**src/rtl/alu_sequencer.sv**
```systemverilog
// alu_sequencer: front-end controller for the 4-bit DE2 ALU.
// Conditions two raw active-low pushbuttons into single-cycle press events
// and steps the operand-entry flow A -> B -> OP -> EXEC -> SHOW.
// After confirmation it holds a/b/op stable, waits out the ALU latency,
// captures both result nibbles and keeps them on display until the next
// capture or reset.
module alu_sequencer #(
  parameter int DEBOUNCE_CYCLES = 1000000,
  parameter int MAX_OPERAND     = 9,
  parameter int ALU_LATENCY     = 1
) (
  input  logic       CLOCK_50,
  input  logic       reset_n,
  input  logic       key_inc,
  input  logic       key_next,
  input  logic [3:0] result1_in,
  input  logic [3:0] result2_in,
  output logic [3:0] a,
  output logic [3:0] b,
  output logic [1:0] op,
  output logic [3:0] res1,
  output logic [3:0] res2,
  output logic [2:0] state,
  output logic       busy,
  output logic       done
);

  // Debounce counter only has to reach DEBOUNCE_CYCLES-1, so this width
  // is always sufficient (and at least one bit for tiny test values).
  localparam int CNT_W = (DEBOUNCE_CYCLES > 1) ? $clog2(DEBOUNCE_CYCLES + 1) : 1;
  localparam int LAT_W = (ALU_LATENCY > 1) ? $clog2(ALU_LATENCY + 1) : 1;

  localparam logic [CNT_W-1:0] CNT_LAST = CNT_W'(DEBOUNCE_CYCLES - 1);
  localparam logic [LAT_W-1:0] LAT_LOAD = LAT_W'(ALU_LATENCY);
  localparam logic [3:0]       MAX_OP   = 4'(MAX_OPERAND);

  typedef enum logic [2:0] {
    ST_ENTER_A  = 3'd0,
    ST_ENTER_B  = 3'd1,
    ST_ENTER_OP = 3'd2,
    ST_EXEC     = 3'd3,
    ST_SHOW     = 3'd4
  } state_t;

  // Bit 0 is the increment key, bit 1 is the next key.
  logic [1:0] w_key_raw;
  logic [1:0] w_press;
  logic       w_inc;
  logic       w_next;

  assign w_key_raw = {key_next, key_inc};
  assign w_inc     = w_press[0];
  assign w_next    = w_press[1];

  // Per-key conditioning: 2-FF synchronizer, stability counter, and a
  // debounced level where 1 means pressed. The press event is decoded
  // combinationally on the same cycle the debounced level flips to pressed,
  // so the FSM reacts exactly 2+DEBOUNCE_CYCLES cycles after the raw edge.
  genvar gi;
  generate
    for (gi = 0; gi < 2; gi++) begin : g_key
      logic             r_sync1;
      logic             r_sync2;
      logic             r_deb;
      logic [CNT_W-1:0] r_cnt;
      logic             w_flip;

      assign w_flip = (r_sync2 != r_deb) && (r_cnt == CNT_LAST);

      // Synchronize the inverted raw key and qualify level changes.
      always_ff @(posedge CLOCK_50) begin
        if (!reset_n) begin
          r_sync1 <= 1'b0;
          r_sync2 <= 1'b0;
          r_deb   <= 1'b0;
          r_cnt   <= '0;
        end else begin
          r_sync1 <= ~w_key_raw[gi];
          r_sync2 <= r_sync1;
          if (r_sync2 == r_deb) begin
            r_cnt <= '0;
          end else if (w_flip) begin
            r_deb <= r_sync2;
            r_cnt <= '0;
          end else begin
            r_cnt <= r_cnt + CNT_W'(1);
          end
        end
      end

      // Only a released->pressed flip is an event; release is silent.
      assign w_press[gi] = w_flip && r_sync2;
    end
  endgenerate

  state_t           r_state;
  logic [3:0]       r_a;
  logic [3:0]       r_b;
  logic [1:0]       r_op;
  logic [3:0]       r_res1;
  logic [3:0]       r_res2;
  logic             r_busy;
  logic             r_done;
  logic [LAT_W-1:0] r_lat;

  // Operand-entry sequencer with registered outputs; next beats inc.
  always_ff @(posedge CLOCK_50) begin
    if (!reset_n) begin
      r_state <= ST_ENTER_A;
      r_a     <= '0;
      r_b     <= '0;
      r_op    <= '0;
      r_res1  <= '0;
      r_res2  <= '0;
      r_busy  <= 1'b0;
      r_done  <= 1'b0;
      r_lat   <= '0;
    end else begin
      r_done <= 1'b0;
      case (r_state)
        ST_ENTER_A: begin
          if (w_next) begin
            r_state <= ST_ENTER_B;
          end else if (w_inc) begin
            r_a <= (r_a == MAX_OP) ? 4'd0 : r_a + 4'd1;
          end
        end
        ST_ENTER_B: begin
          if (w_next) begin
            r_state <= ST_ENTER_OP;
          end else if (w_inc) begin
            r_b <= (r_b == MAX_OP) ? 4'd0 : r_b + 4'd1;
          end
        end
        ST_ENTER_OP: begin
          if (w_next) begin
            r_state <= ST_EXEC;
            r_lat   <= LAT_LOAD;
            r_busy  <= 1'b1;
          end else if (w_inc) begin
            r_op <= r_op + 2'd1;
          end
        end
        ST_EXEC: begin
          // Key events are dropped here; a/b/op stay frozen for the ALU.
          if (r_lat == '0) begin
            r_res1  <= result1_in;
            r_res2  <= result2_in;
            r_state <= ST_SHOW;
            r_busy  <= 1'b0;
            r_done  <= 1'b1;
          end else begin
            r_lat <= r_lat - LAT_W'(1);
          end
        end
        ST_SHOW: begin
          // Values are retained so the user edits from the last operands.
          if (w_next) begin
            r_state <= ST_ENTER_A;
          end
        end
        default: begin
          r_state <= ST_ENTER_A;
          r_busy  <= 1'b0;
        end
      endcase
    end
  end

  assign a     = r_a;
  assign b     = r_b;
  assign op    = r_op;
  assign res1  = r_res1;
  assign res2  = r_res2;
  assign state = r_state;
  assign busy  = r_busy;
  assign done  = r_done;

endmodule

```
**config.mk**
```make
export PLATFORM = sky130hd
export DESIGN_NAME = alu_sequencer
export DESIGN_NICKNAME = d
export VERILOG_FILES = /design/src/rtl/alu_sequencer.sv
export SDC_FILE = /design/constraint.sdc
export NUM_CORES = 1
export LEC_CHECK = 0
export ABC_AREA = 1
export BUFFER_PORTS_ARGS = -buffer_cell sky130_fd_sc_hd__buf_2
export CAP_MARGIN = 20
export CORE_MARGIN = 4
export CORE_UTILIZATION = 55
export DETAILED_ROUTE_END_ITERATION = 16
export PLACE_DENSITY = 0.78
export SLEW_MARGIN = 5
export SYNTH_ARGS = -nofsm -noshare
export SYNTH_HDL_FRONTEND = slang
export SYNTH_SLANG_ARGS = --single-unit
```
**constraint.sdc**
```tcl
create_clock -name CLOCK_50 -period 3.5 [get_ports CLOCK_50]
set_input_delay 0.7 -clock CLOCK_50 [delete_from_list [all_inputs] [get_ports CLOCK_50]]
set_output_delay 0.7 -clock CLOCK_50 [all_outputs]
set_load 0.02 [all_outputs]
```
After elaboration in Yosys (flattened, before gate mapping) --
Cells that the tools add are included.
Storage, ports and cells: output and inout port bits 23, word-level logic and storage cells 81, input bits 12, register bits 70
Operators by class: bitwise operators 8, eq/ne operators 17, add/sub/neg operators 6, multiplexer cells 14, reduce and logical (&&, ||, !) cells 19
Operators with widths (number):
- 20-bit by 1-bit adder with 20-bit output (second input constant) | 2
- 20-bit equality test (second input constant) | 2
- 3-bit two-way mux | 5
- 3-bit case mux with 5 select lines | 1
- 3-bit AND reduction | 4
- 2-bit != test (second input constant) | 5
- 2-bit AND reduction | 5
- 3-bit OR reduction | 3
- 4-bit by 1-bit adder with 4-bit output (second input constant) | 2
- 4-bit equality test (second input constant) | 2
- 4-bit two-way mux | 2
- 1-bit inverter | 8
- 3-bit by 2-bit equality test with 1-bit output (second input constant) | 2
- 5-bit AND reduction | 1
- 1-bit logical AND | 4
- 1-bit two-way mux | 4
- 3-bit by 1-bit equality test with 1-bit output (second input constant) | 1
- 3-bit equality test (second input constant) | 1
- 3-bit logical NOT | 1
- 1-bit case mux with 3 select lines | 1
- 2-bit by 1-bit adder with 2-bit output (second input constant) | 1
- 1-bit equality test | 2
- 1-bit != test | 2
- 1-bit case mux with 2 select lines | 1
- 2 further kinds | 2

Depth between registers and ports, before layout --
word-level depth 5, gate-level depth with buffers 11, gate-level depth less buffers 11

Worst setup path before layout --
Ideal clock, no wire load.
kind register -> register, start point reg g_key[0].r_cnt[0], end point reg r_b[1] (netlist: b[1]), library setup time 121 ps, slack 1903 ps, arrival time 1476 ps, stages on the path, launching flop included 11, path buffers 0, data required time 3379 ps, period minus slack after synthesis 1597 ps, cells stage by stage dfxtp_1 -> ha_1 -> nand2_2 -> inv_2 -> nand2_4 -> nor3_4 -> nand3_2 -> nor2_4 -> nand3_1 -> nand3_1 -> nand2_1
On the way: cells in the longest elaborated chain, start to end 4
Ends and longest elaborated chain:
- start, declared | line 65 | logic [CNT_W-1:0] r_cnt;
- start signal, assigned | line 86 | r_cnt <= r_cnt + CNT_W'(1);
- 20-bit equality test | line 68 | assign w_flip = (r_sync2 != r_deb) && (r_cnt == CNT_LAST);
- 1-bit logical AND | line 68
- 1-bit logical AND | line 92 | assign w_press[gi] = w_flip && r_sync2;
- 3-bit AND reduction (no line)
- end signal, assigned | line 132 | r_b <= (r_b == MAX_OP) ? 4'd0 : r_b + 4'd1;
- end, declared | line 98 | logic [3:0] r_b;
Every way passes these cells. A chain may end at the register's enable or synchronous reset.

Final worst setup path --
start point reg g_key[0].r_cnt[0], end point reg g_key[0].r_cnt[9]
On the way: cells in the longest elaborated chain, start to end 3, elaborated cells between the ends (all ways) 4, those cells by class 1 x add/sub; 1 x eq/ne; 2 x reduce/logical
Ends and longest elaborated chain:
- branches (longest 3 deep; another with 20-bit by 1-bit adder with 20-bit output)
Several ways; the timed one is not identified.

==> impl_metrics.csv <==
group,metric,value,unit
yosys,synthArstFlopShare,0,
yosys,ys_warn_count,0,
power,max-vdd-ir-drop,0.272,mV
clock_tree,post-cts-setup-buffers,0,
die,rows,28,
die,pin_count,35,
worst_setup_path,reg2reg_setup_slack,1.39,ns
yosys,syn-cell-area,0.00339,mm2
timing,rsz0062_at_grt,"no",
clock_tree,clk_latency,0.35,ns
placement,port_buffers,34,
worst_hold_path,hold_start,"g_key[1].r_sync1$_SDFF_PN0_",
timing,worst_clock_skew,0.0139,ns
global_route,grt_pass1_vias,2975,
die,die_h,86.6,um
worst_setup_path,end_kind,"flip-flop",
clock_tree,clock-sinks,70,
global_route,gr-total-overflow,0,
status,status,"finished, final reports clean",
yosys,ys.flop_type,"dfxtp_1",
die,core,0.00596,mm2
worst_hold_path,holdCritPathClass,"flip-flop to flip-flop",
route,drt_wl_total,7050,um
final_layout,layout-drive-gt1-share,0.154,
yosys,seq_area_frac_synth,0.413,
route,first_pass_iters,4,
worst_setup_path,path_class,"flip-flop to flip-flop",
worst_setup_path,r2r-start,"g_key[0].r_cnt[0]$_SDFF_PP0_",
die,fp.dieW,86.6,um
route,via_count,3096,
worst_setup_path,crit_start,"g_key[0].r_cnt[0]$_SDFF_PP0_",
yosys,synthDistinctLibCells,37,
die,die-area,0.00749,mm2
worst_setup_path,critPathLaunchType,"flip-flop",
yosys,synthCells,485,
route,wl_per_cell,11.7,um
global_route,antenna_found_initial,0,
route,antenna_left,0,
yosys,syn_avg_cell_area,7.00,um2
final_layout,nets,537,
timing,setup_viol,0,
route,via_per_inst,5.15,
final_layout,finish.utilization,0.638,
yosys,syn_nets,499,
final_layout,antenna_cells,0,
clock_tree,ctsResizeCount,0,
worst_setup_path,critPathMaxFanout,20,
timing,slew_violations,0,
yosys,yosys.area.top_type,"dfxtp_1",
yosys,synth_top_area_frac,0.413,
placement,gp_congestion,0.874,
global_route,grtUsageMet3,0.0437,
clock_tree,cts_hold_buf,0,
clock_tree,htree_levels,3,
clock_tree,path_clk_slew,0.07,ns
worst_setup_path,arrival,2.34,ns
yosys,yosys_register_bits,70,
clock_tree,root_buffer,"clkbuf_8",
job,drv_cap,0,
global_route,grt_usage,0.206,
placement,dp_hpwl,5240,um
clock_tree,cts_tree,"yes",
route,drt-initial-drc-count,135,
power,p_leak,1.51,nW
die,start_util,0.570,
global_route,grt_pass1_wl,12500,um
yosys,synth_edf_count,0,
global_route,use_met1,0.253,
power,power.density,371,mW/mm2
timing,period_needed,2.11,ns
worst_setup_path,required,3.73,ns
yosys,synth.area.top_cells,"dfxtp_1 41%, nand2_1 11%, nor2_1 9.7%",
clock_tree,numCtsBuffers,9,
route,drc_errors,0,
global_route,grt_max_degree,25,
timing,final.period_utilization,0.602,
timing,fin_setup_tns,0,ns
timing,hold_viol_final,0,
final_layout,area_delta_synth_final,12.0,%
timing,worst_pin_slew,0.781,ns
clock_tree,clockBufferDepth,2,
timing,slew_headroom,0.478,
global_route,top_usage_layer,"met2",
global_route,use_met2,0.345,
timing,max_freq,475,MHz
## final timing paths
kind,cells after the start,to
setup / recovery,9,g_key[0].r_cnt[9]$_SDFF_PP0_
hold / removal,2,g_key[1].r_sync2$_SDFF_PN0_
setup reg to reg,9,g_key[0].r_cnt[9]$_SDFF_PP0_
hold reg to reg,2,g_key[1].r_sync2$_SDFF_PN0_
## power breakdown
group,internal (mW),switching (mW)
Combinational,0.00855,0.0162
Sequential,0.799,0.00177
Clock,0.307,0.278
## cells in the mapped netlist (3+ instances only)
| cell type | n |
|---|---|
| xnor2_1 | 3 |
| inv_2 | 6 |
| nand4_1 | 15 |
| nand2_1 | 100 |
| nor3_2 | 7 |
| nor2_1 | 88 |
| nor2_2 | 4 |
| inv_1 | 58 |
| buf_2 | 3 |
| o21ai_0 | 13 |
| nand3_2 | 3 |
| clkbuf_1 | 4 |
| nand3_1 | 25 |
| a21oi_1 | 32 |
| nor3_1 | 15 |
| nand2_2 | 3 |
| dfxtp_1 | 70 |
| xor2_1 | 8 |
## metrics by stage
step	worst slack, ns	cell area (um2)	hold WS (ns)	cells	power [mW]
2_1_floorplan	1.90	3390	0.390	485	0.834
3_3_place_gp	1.31	3630	0.393	587	0.843
3_5_place_dp	1.28	3630	0.399	587	0.844
4_1_cts	1.38	3800	0.414	601	1.42
5_1_grt	1.13	3800	0.429	601	1.46
6_report	1.39	3800	0.414	601	1.41
## routing by layer
layer,vias up,routed length [um]
met5,-,0
met4,0,65
met3,6,382
met2,69,3300
met1,1387,3300
li1,1634,-
## sequential cells by signal, indices dropped and copies added, names as in the netlist, 2 cells and up
register,count
g_key.r_sync2,2
b,4
op,2
g_key.r_cnt,40
g_key.r_sync1,2
res1,4
state,3
a,4
res2,4
g_key.r_deb,2
## cell usage in the layout (no fill, tap or decap), types with 2 or more instances in the layout
master and n:
buf_2 34, xnor2_1 3, nand3_2 3, nor3_2 7, inv_1 58, nor2_1 88, inv_2 6, nor3b_1 2
clkbuf_8 12, or2_2 2, nand3_1 25, xor2_1 8, nor3_1 15, nand2_1 100, nand4_2 2, nor4_1 2
nand3b_1 2, dfxtp_1 70, nor3_4 2, nand2_2 3, ha_1 2, nand4_1 15, nor2_4 2, o21ai_0 13
a21oi_1 32, a211oi_1 2, nor2_2 4
## cell families after synthesis
group                    synth area share
AO/OA/AOI/OAI                      0.0863
XOR/XNOR                           0.0284
adder cells (fa/ha/maj)           0.00737
buffers and inverters              0.0796
flip-flops                          0.413
AND/OR/NAND/NOR                     0.386
## worst max-delay path: stages, from the launching register on
cell and delay [ns]:
dfxtp_1 0.40, ha_1 0.26, nand2_2 0.08, inv_2 0.08, nand2_4 0.07, nor3_4 0.19, nand2_1 0.10, nand3_1 0.55
o21bai_1 0.21, a21oi_1 0.05
## final cells by class
cell class	instances	area (um2)
fill	545	2150
multi-input combinational	344	1720
sequential	70	1400
inverter	64	240
timing repair buffer	34	170
clock buffer	13	169
tap	75	93.8
clock inverter	1	5.00
Power figures use the tool's default switching activity.
